===== src/rtl/counter_pkg.sv =====
// ---------------------------------------------------------------------------
// counter_pkg
//   Shared types and constants for the programmable counter subsystem.
//   Imported by the sequencer (counter_sequencer) and its prescaler
//   (counter_prescaler).
//
//   Contents:
//     COUNTER_WIDTH  - width of the counter value and the start/end fields
//     PRESCALE_WIDTH - width of the prescale field
//     seq_state_t    - sequencer FSM states
//     seq_cmd_t      - one counting command as seen by the datapath
// ---------------------------------------------------------------------------
package counter_pkg;

    localparam int COUNTER_WIDTH  = 8;
    localparam int PRESCALE_WIDTH = 8;

    // IDLE  : display off, waiting for a command
    // LOAD  : one cycle, counter is loaded with the start value
    // COUNT : counter advances once every prescale+1 clocks
    // HOLD  : one-shot run finished, final value stays on the display
    typedef enum logic [1:0] {
        IDLE  = 2'd0,
        LOAD  = 2'd1,
        COUNT = 2'd2,
        HOLD  = 2'd3
    } seq_state_t;

    // "end" is a keyword, so the terminal value field is called end_val.
    typedef struct packed {
        logic [COUNTER_WIDTH-1:0]  start;
        logic [COUNTER_WIDTH-1:0]  end_val;
        logic [PRESCALE_WIDTH-1:0] prescale;
        logic                      reload;
    } seq_cmd_t;

endpackage : counter_pkg


===== src/rtl/counter_prescaler.sv =====
// ---------------------------------------------------------------------------
// counter_prescaler
//   Divides the clock for the counter sequencer. While enabled, presc_cnt
//   runs 0..prescale and tick is high on the cycle where it equals
//   prescale, so one tick is produced every prescale+1 clocks.
//
//   Ports:
//     clk      in   system clock, rising edge
//     rst      in   synchronous active-high reset
//     clear    in   force presc_cnt to 0 (used on LOAD and on abort)
//     enable   in   count and produce ticks (sequencer in COUNT)
//     prescale in   PRESCALE_W  terminal value of presc_cnt
//     tick     out  combinational: enable & (presc_cnt == prescale)
// ---------------------------------------------------------------------------
module counter_prescaler
    import counter_pkg::*;
#(
    parameter int PRESCALE_W = PRESCALE_WIDTH
) (
    input  logic                  clk,
    input  logic                  rst,
    input  logic                  clear,
    input  logic                  enable,
    input  logic [PRESCALE_W-1:0] prescale,
    output logic                  tick
);

    logic [PRESCALE_W-1:0] presc_cnt_q;
    logic [PRESCALE_W-1:0] presc_cnt_d;

    assign tick = enable && (presc_cnt_q == prescale);

    // NOTE: every variable assigned in always_comb gets a default first, so
    // no path through the block can leave it unassigned and infer a latch.
    always_comb begin
        presc_cnt_d = presc_cnt_q;
        if (clear) begin
            presc_cnt_d = '0;
        end else if (enable) begin
            presc_cnt_d = tick ? '0 : presc_cnt_q + PRESCALE_W'(1);
        end
    end

    // NOTE: sequential state is written with non-blocking assignments so all
    // flops update together from values sampled before the clock edge.
    always_ff @(posedge clk) begin
        if (rst) begin
            presc_cnt_q <= '0;
        end else begin
            presc_cnt_q <= presc_cnt_d;
        end
    end

endmodule : counter_prescaler


===== src/rtl/counter_sequencer.sv =====
// ---------------------------------------------------------------------------
// counter_sequencer
//   Controller for the 8-bit programmable counter datapath. A command
//   (start, end, prescale, reload) is taken over a valid/ready handshake.
//   The sequencer then loads the counter with start and increments it
//   once every prescale+1 clocks until the fed-back counter value equals
//   end, where it pulses done. In reload mode the run restarts
//   immediately from LOAD, which turns the block into a periodic timer;
//   in one-shot mode it parks in HOLD with the final value displayed.
//
//   Ports:
//     clk           in   system clock, rising edge
//     rst           in   synchronous active-high reset
//     cmd_valid     in   command present
//     cmd_ready     out  command can be accepted (IDLE or HOLD)
//     cmd_start     in   WIDTH       value loaded into the counter
//     cmd_end       in   WIDTH       terminal counter value
//     cmd_prescale  in   PRESCALE_W  clocks per increment, minus 1
//     cmd_reload    in   1 = periodic, 0 = one-shot
//     abort         in   cancel the run in progress
//     cnt_value     in   WIDTH       registered counter value (feedback)
//     cnt_load      out  counter load strobe (LOAD)
//     cnt_load_val  out  WIDTH       value to load (latched start)
//     cnt_inc       out  counter increment strobe (combinational)
//     cnt_oe        out  counter output enable
//     busy          out  high in LOAD and COUNT
//     done          out  one-cycle terminal pulse (combinational)
// ---------------------------------------------------------------------------
module counter_sequencer
    import counter_pkg::*;
#(
    parameter int WIDTH      = COUNTER_WIDTH,
    parameter int PRESCALE_W = PRESCALE_WIDTH
) (
    input  logic                  clk,
    input  logic                  rst,

    input  logic                  cmd_valid,
    output logic                  cmd_ready,
    input  logic [WIDTH-1:0]      cmd_start,
    input  logic [WIDTH-1:0]      cmd_end,
    input  logic [PRESCALE_W-1:0] cmd_prescale,
    input  logic                  cmd_reload,
    input  logic                  abort,

    input  logic [WIDTH-1:0]      cnt_value,
    output logic                  cnt_load,
    output logic [WIDTH-1:0]      cnt_load_val,
    output logic                  cnt_inc,
    output logic                  cnt_oe,
    output logic                  busy,
    output logic                  done
);

    // -----------------------------------------------------------------------
    // State and latched command
    // -----------------------------------------------------------------------
    seq_state_t            state_q;
    seq_state_t            state_d;

    logic [WIDTH-1:0]      start_q;
    logic [WIDTH-1:0]      end_q;
    logic [PRESCALE_W-1:0] prescale_q;
    logic                  reload_q;

    // Registered outputs, each a decode of the state being entered.
    logic                  cmd_ready_q;
    logic                  cnt_load_q;
    logic                  cnt_oe_q;
    logic                  busy_q;

    logic                  accept;
    logic                  tick;
    logic                  match;
    logic                  run_tick;
    logic                  presc_clear;

    // -----------------------------------------------------------------------
    // Prescaler
    // -----------------------------------------------------------------------
    // Cleared in LOAD so the first tick of a run lands exactly prescale+1
    // clocks after the load; cleared on abort so a later run starts clean.
    assign presc_clear = (state_q == LOAD) || abort;

    counter_prescaler #(
        .PRESCALE_W (PRESCALE_W)
    ) u_prescaler (
        .clk      (clk),
        .rst      (rst),
        .clear    (presc_clear),
        .enable   (state_q == COUNT),
        .prescale (prescale_q),
        .tick     (tick)
    );

    // -----------------------------------------------------------------------
    // Tick qualification
    // -----------------------------------------------------------------------
    // The command fields are sampled only here; the requester may change
    // them freely once the handshake is done.
    assign accept   = cmd_valid && cmd_ready_q;
    assign match    = (cnt_value == end_q);

    // abort and reset both win over a tick: no increment and no done pulse
    // may escape in the cycle that cancels the run.
    assign run_tick = tick && !abort && !rst;

    // cnt_inc and done are combinational so the strobe lines up with the
    // tick cycle. cnt_inc is only possible in COUNT while cnt_load is only
    // possible in LOAD, so the two never coincide.
    assign cnt_inc  = run_tick && !match;
    assign done     = run_tick && match;

    // -----------------------------------------------------------------------
    // Next-state logic
    // -----------------------------------------------------------------------
    always_comb begin
        state_d = state_q;
        unique case (state_q)
            IDLE: begin
                // abort is meaningless here, nothing is running.
                if (accept) begin
                    state_d = LOAD;
                end
            end
            LOAD: begin
                state_d = abort ? IDLE : COUNT;
            end
            COUNT: begin
                if (abort) begin
                    state_d = IDLE;
                end else if (tick && match) begin
                    state_d = reload_q ? LOAD : HOLD;
                end
            end
            HOLD: begin
                // A completed handshake must be honoured, so a new command
                // takes precedence over a simultaneous abort.
                if (accept) begin
                    state_d = LOAD;
                end else if (abort) begin
                    state_d = IDLE;
                end
            end
            default: begin
                state_d = IDLE;
            end
        endcase
    end

    // -----------------------------------------------------------------------
    // FSM registers, command latch and registered outputs
    // -----------------------------------------------------------------------
    always_ff @(posedge clk) begin
        if (rst) begin
            state_q     <= IDLE;
            start_q     <= '0;
            end_q       <= '0;
            prescale_q  <= '0;
            reload_q    <= 1'b0;
            cmd_ready_q <= 1'b1;
            cnt_load_q  <= 1'b0;
            cnt_oe_q    <= 1'b0;
            busy_q      <= 1'b0;
        end else begin
            state_q <= state_d;

            if (accept) begin
                start_q    <= cmd_start;
                end_q      <= cmd_end;
                prescale_q <= cmd_prescale;
                reload_q   <= cmd_reload;
            end

            cmd_ready_q <= (state_d == IDLE) || (state_d == HOLD);
            cnt_load_q  <= (state_d == LOAD);
            cnt_oe_q    <= (state_d != IDLE);
            busy_q      <= (state_d == LOAD) || (state_d == COUNT);
        end
    end

    // -----------------------------------------------------------------------
    // Outputs
    // -----------------------------------------------------------------------
    assign cmd_ready    = cmd_ready_q;
    assign cnt_load     = cnt_load_q;
    assign cnt_load_val = start_q;
    assign cnt_oe       = cnt_oe_q;
    assign busy         = busy_q;

endmodule : counter_sequencer


===== config.mk =====
export PLATFORM = sky130hd
export DESIGN_NAME = counter_sequencer
export DESIGN_NICKNAME = d
export VERILOG_FILES = /design/src/rtl/counter_pkg.sv /design/src/rtl/counter_prescaler.sv /design/src/rtl/counter_sequencer.sv
export SDC_FILE = /design/constraint.sdc
export NUM_CORES = 1
export LEC_CHECK = 0
export CORE_MARGIN = 5
export CORE_UTILIZATION = 42
export DETAILED_ROUTE_END_ITERATION = 10
export PLACE_DENSITY = 0.75
export SETUP_SLACK_MARGIN = 0.02
export SYNTH_ARGS = -nofsm -noshare
export SYNTH_HDL_FRONTEND = slang
export SYNTH_SLANG_ARGS = --single-unit
export TNS_END_PERCENT = 30

===== constraint.sdc =====
create_clock -name clk -period 1.9 [get_ports clk]
set_input_delay 0.38 -clock clk [delete_from_list [all_inputs] [get_ports clk]]
set_output_delay 0.38 -clock clk [all_outputs]
set_load 0.05 [all_outputs]

==> run summary <==
RSZ-0062 raised after global routing -> yes
DPL Wire Length -> 2930 um
violated checks -> negative setup slack
clk slew on worst S/H paths -> 0.07 ns
worst endpoint required time -> 1.52 ns
Clock Skew -> 0.00511 ns
first-pass GRT wire length -> 6760 um
# rows -> 23
DRC -> 0
root buffer cell -> clkbuf_8
Die Wd -> 74.0 um
Yosys warnings -> 0
die height -> 74.0 um
largest family of logic cells by synthesized area -> simple AND/OR/NAND/NOR gates
vias per cell -> 4.90
io pins -> 51
Slew Limit Headroom -> 0.624
CP cell instances -> xnor2_2 > nand3_2 > nor4_4 > and3b_2 > buf_12
startpoint types -> flip-flop
most common cell after layout, fill and taps aside -> nand2_1
cts bufs inserted -> 5
Syn Nets -> 245
most frequent cells in the layout -> nand2_1, clkdlybuf4s50_1, dfxtp_1
DRT Wirelength -> 4190 um
Synth Cell Area -> 0.00172 sq mm
Pins Over Slew Limit -> 0
die area -> 0.00547 sq mm
vias in the first global route -> 1,597
post-route setup slack -> -0.109 ns
status -> finished, violations left
Avg Cell Area, Syn -> 8.38 sq um
Longest Clk Path Bufs -> 2
via count -> 1,597
layout cells sized above 1 -> 0.199
Synth top area share -> 0.454
CORE AREA -> 0.00397 sq mm
pre-CTS WS -> -0.296 ns
Hold Crit Start -> cnt_load_val[1]
fin crit period -> 2.01 ns
Final setup viols -> 2
clock sinks -> 39
pin count of the biggest net entering global routing -> 31
htree depth -> 2
Worst-Skew Late Latency -> 0.29 ns
cell area power density -> 712 mW/mm^2
fmax -> 498 MHz
register area share after synthesis -> 0.454
GRT Residual Overflow -> 0
Hold-fix buffers, CTS -> 0
CTS tree -> done
RePlAce Congestion -> 0.860
Power Total -> 1.88 mW
CP peak stage delay -> 0.34 ns
Hold Vio Cnt, Final -> 0
antenna cells -> 0
total negative slack -> -0.201 ns
synthesized instance count -> 205
Crit-path slowest cell -> dfxtp_2
Final period util -> 1.06
Initial Util -> 0.433
Port Buf Inserts -> 50
asr flop ratio synth -> 0
ANT nets after route -> 0
post-synthesis compound-gate area fraction -> 0.131
Adder-Cell Fraction of Synth Area -> 0.0218
crit path capture type -> output pin
peak supply drop -> 0.535 mV
crit path launch -> u_prescaler.presc_cnt_q[0]
CP Max Fanout -> 3
MaxCap Viol Count -> 0
fillers -> 318
DR WL/cell -> 12.9 um
Critical R2R Launch -> u_prescaler.presc_cnt_q[0]
First DRT Iteration DRCs -> 90
worst-margin pin slew -> 0.560 ns
Worst Hold Class -> flip-flop to flip-flop
post-synth top area cell -> dfxtp_1
Total GRT Usage -> 0.162
leakage -> 1.05 nW
P&R area growth vs syn -> 53.3%
Critical Path AT -> 1.63 ns
antenna violations before repair -> 0
critical path class -> flip-flop to output pin
Final #Nets -> 316
Yosys reg bits -> 39
post-synthesis cell type count -> 33
DRT Pass-1 Iters -> 4
Synth Area in Simple Gates -> 0.248
top post-synthesis cells by area -> dfxtp_1, nand2_1, xnor2_1
Synth Area in XOR/XNOR -> 0.112
EDFF count, synth -> 0
mux share of post-synthesis cell area -> 0
top_reg_cell synth -> dfxtp_1
-- Yosys cell counts, drive strengths merged (3+ instances only) --
| cell type | count |
|---|---|
| buf | 5 |
| xor2 | 4 |
| clkbuf | 5 |
| nor2 | 7 |
| ha | 3 |
| nand3 | 3 |
| nand4 | 6 |
| nor2b | 4 |
| a21oi | 25 |
| dfxtp | 39 |
| xnor2 | 18 |
| nor3 | 7 |
| nand2 | 57 |
-- area by class of cell --
cell class	instances	area (sq um)	area share
clock buffer	6	82.6	0.0314
multi-input combinational	154	947	0.360
tap	50	62.6	0.0238
clock inverter	1	5.00	0.00190
sequential	39	792	0.301
timing repair buffer	74	737	0.280
inverter	2	7.51	0.00285
-- power by group --
part	total [mW]	switching, mW	internal [mW]
logic	0.419	0.216	0.203
registers	0.900	0.0322	0.868
clock network	0.557	0.272	0.284
-- cells by family after synthesis --
kind of cell               Yosys count
DFF                                 39
adders and majority gates            3
buffers and inverters               12
xor gates and xnor gates            22
and+or+nand+nor                     92
AOI/OAI and AO/OA                   37
-- worst max-delay path, delay by kind of cell (launching register included) --
kind,cells,cell delay [ns]
buffers and inverters,1,0.13
DFF,1,0.34
xor gates and xnor gates,1,0.16
and+or+nand+nor,3,0.70
-- state kept, by name (all words and copies together) (netlist names) --
signal                   count
busy                         1
cmd_ready                    1
cnt_load                     1
cnt_load_val                 8
cnt_oe                       1
end_q                        8
prescale_q                   8
reload_q                     1
state_q                      2
u_prescaler.presc_cnt_q      8
-- timing repair --
action                                 in CTS  in global routing
gates resized for setup                     4                 22
endpoints found under the hold margin       0                  0
setup endpoints to repair                   3                  6
buffers inserted                            2                  0
gates cloned                                0                  0
pin swaps                                   3                 15
-- per-layer routing --
| layer | track usage | wire (um) | part of all wire |
|---|---|---|---|
| met3 | 0.0865 | 406 | 0.097 |
| met4 | 0.0765 | 89 | 0.021 |
| met1 | 0.180 | 1810 | 0.43 |
| met5 | 0 | 0 | 0 |
| met2 | 0.254 | 1880 | 0.45 |
-- worst paths after layout --
kind,end,slack [ns],cells after the start
max,cnt_inc,-0.11,5
min,cnt_load_val[1],0.45,2
max reg2reg,cmd_ready,0.07,8
min reg2reg,cnt_load_val[1],0.45,2
-- stage by stage --
step,instances,utilization,cell area [sq um],hold WS [ns]
floorplan,205,-,1720,0.446
global placement,317,0.613,2430,0.441
detailed placement,317,0.613,2430,0.446
CTS,326,0.646,2560,0.455
global route,326,0.663,2630,0.476
finish,326,0.663,2630,0.453
(Power assumes the default switching activity.)
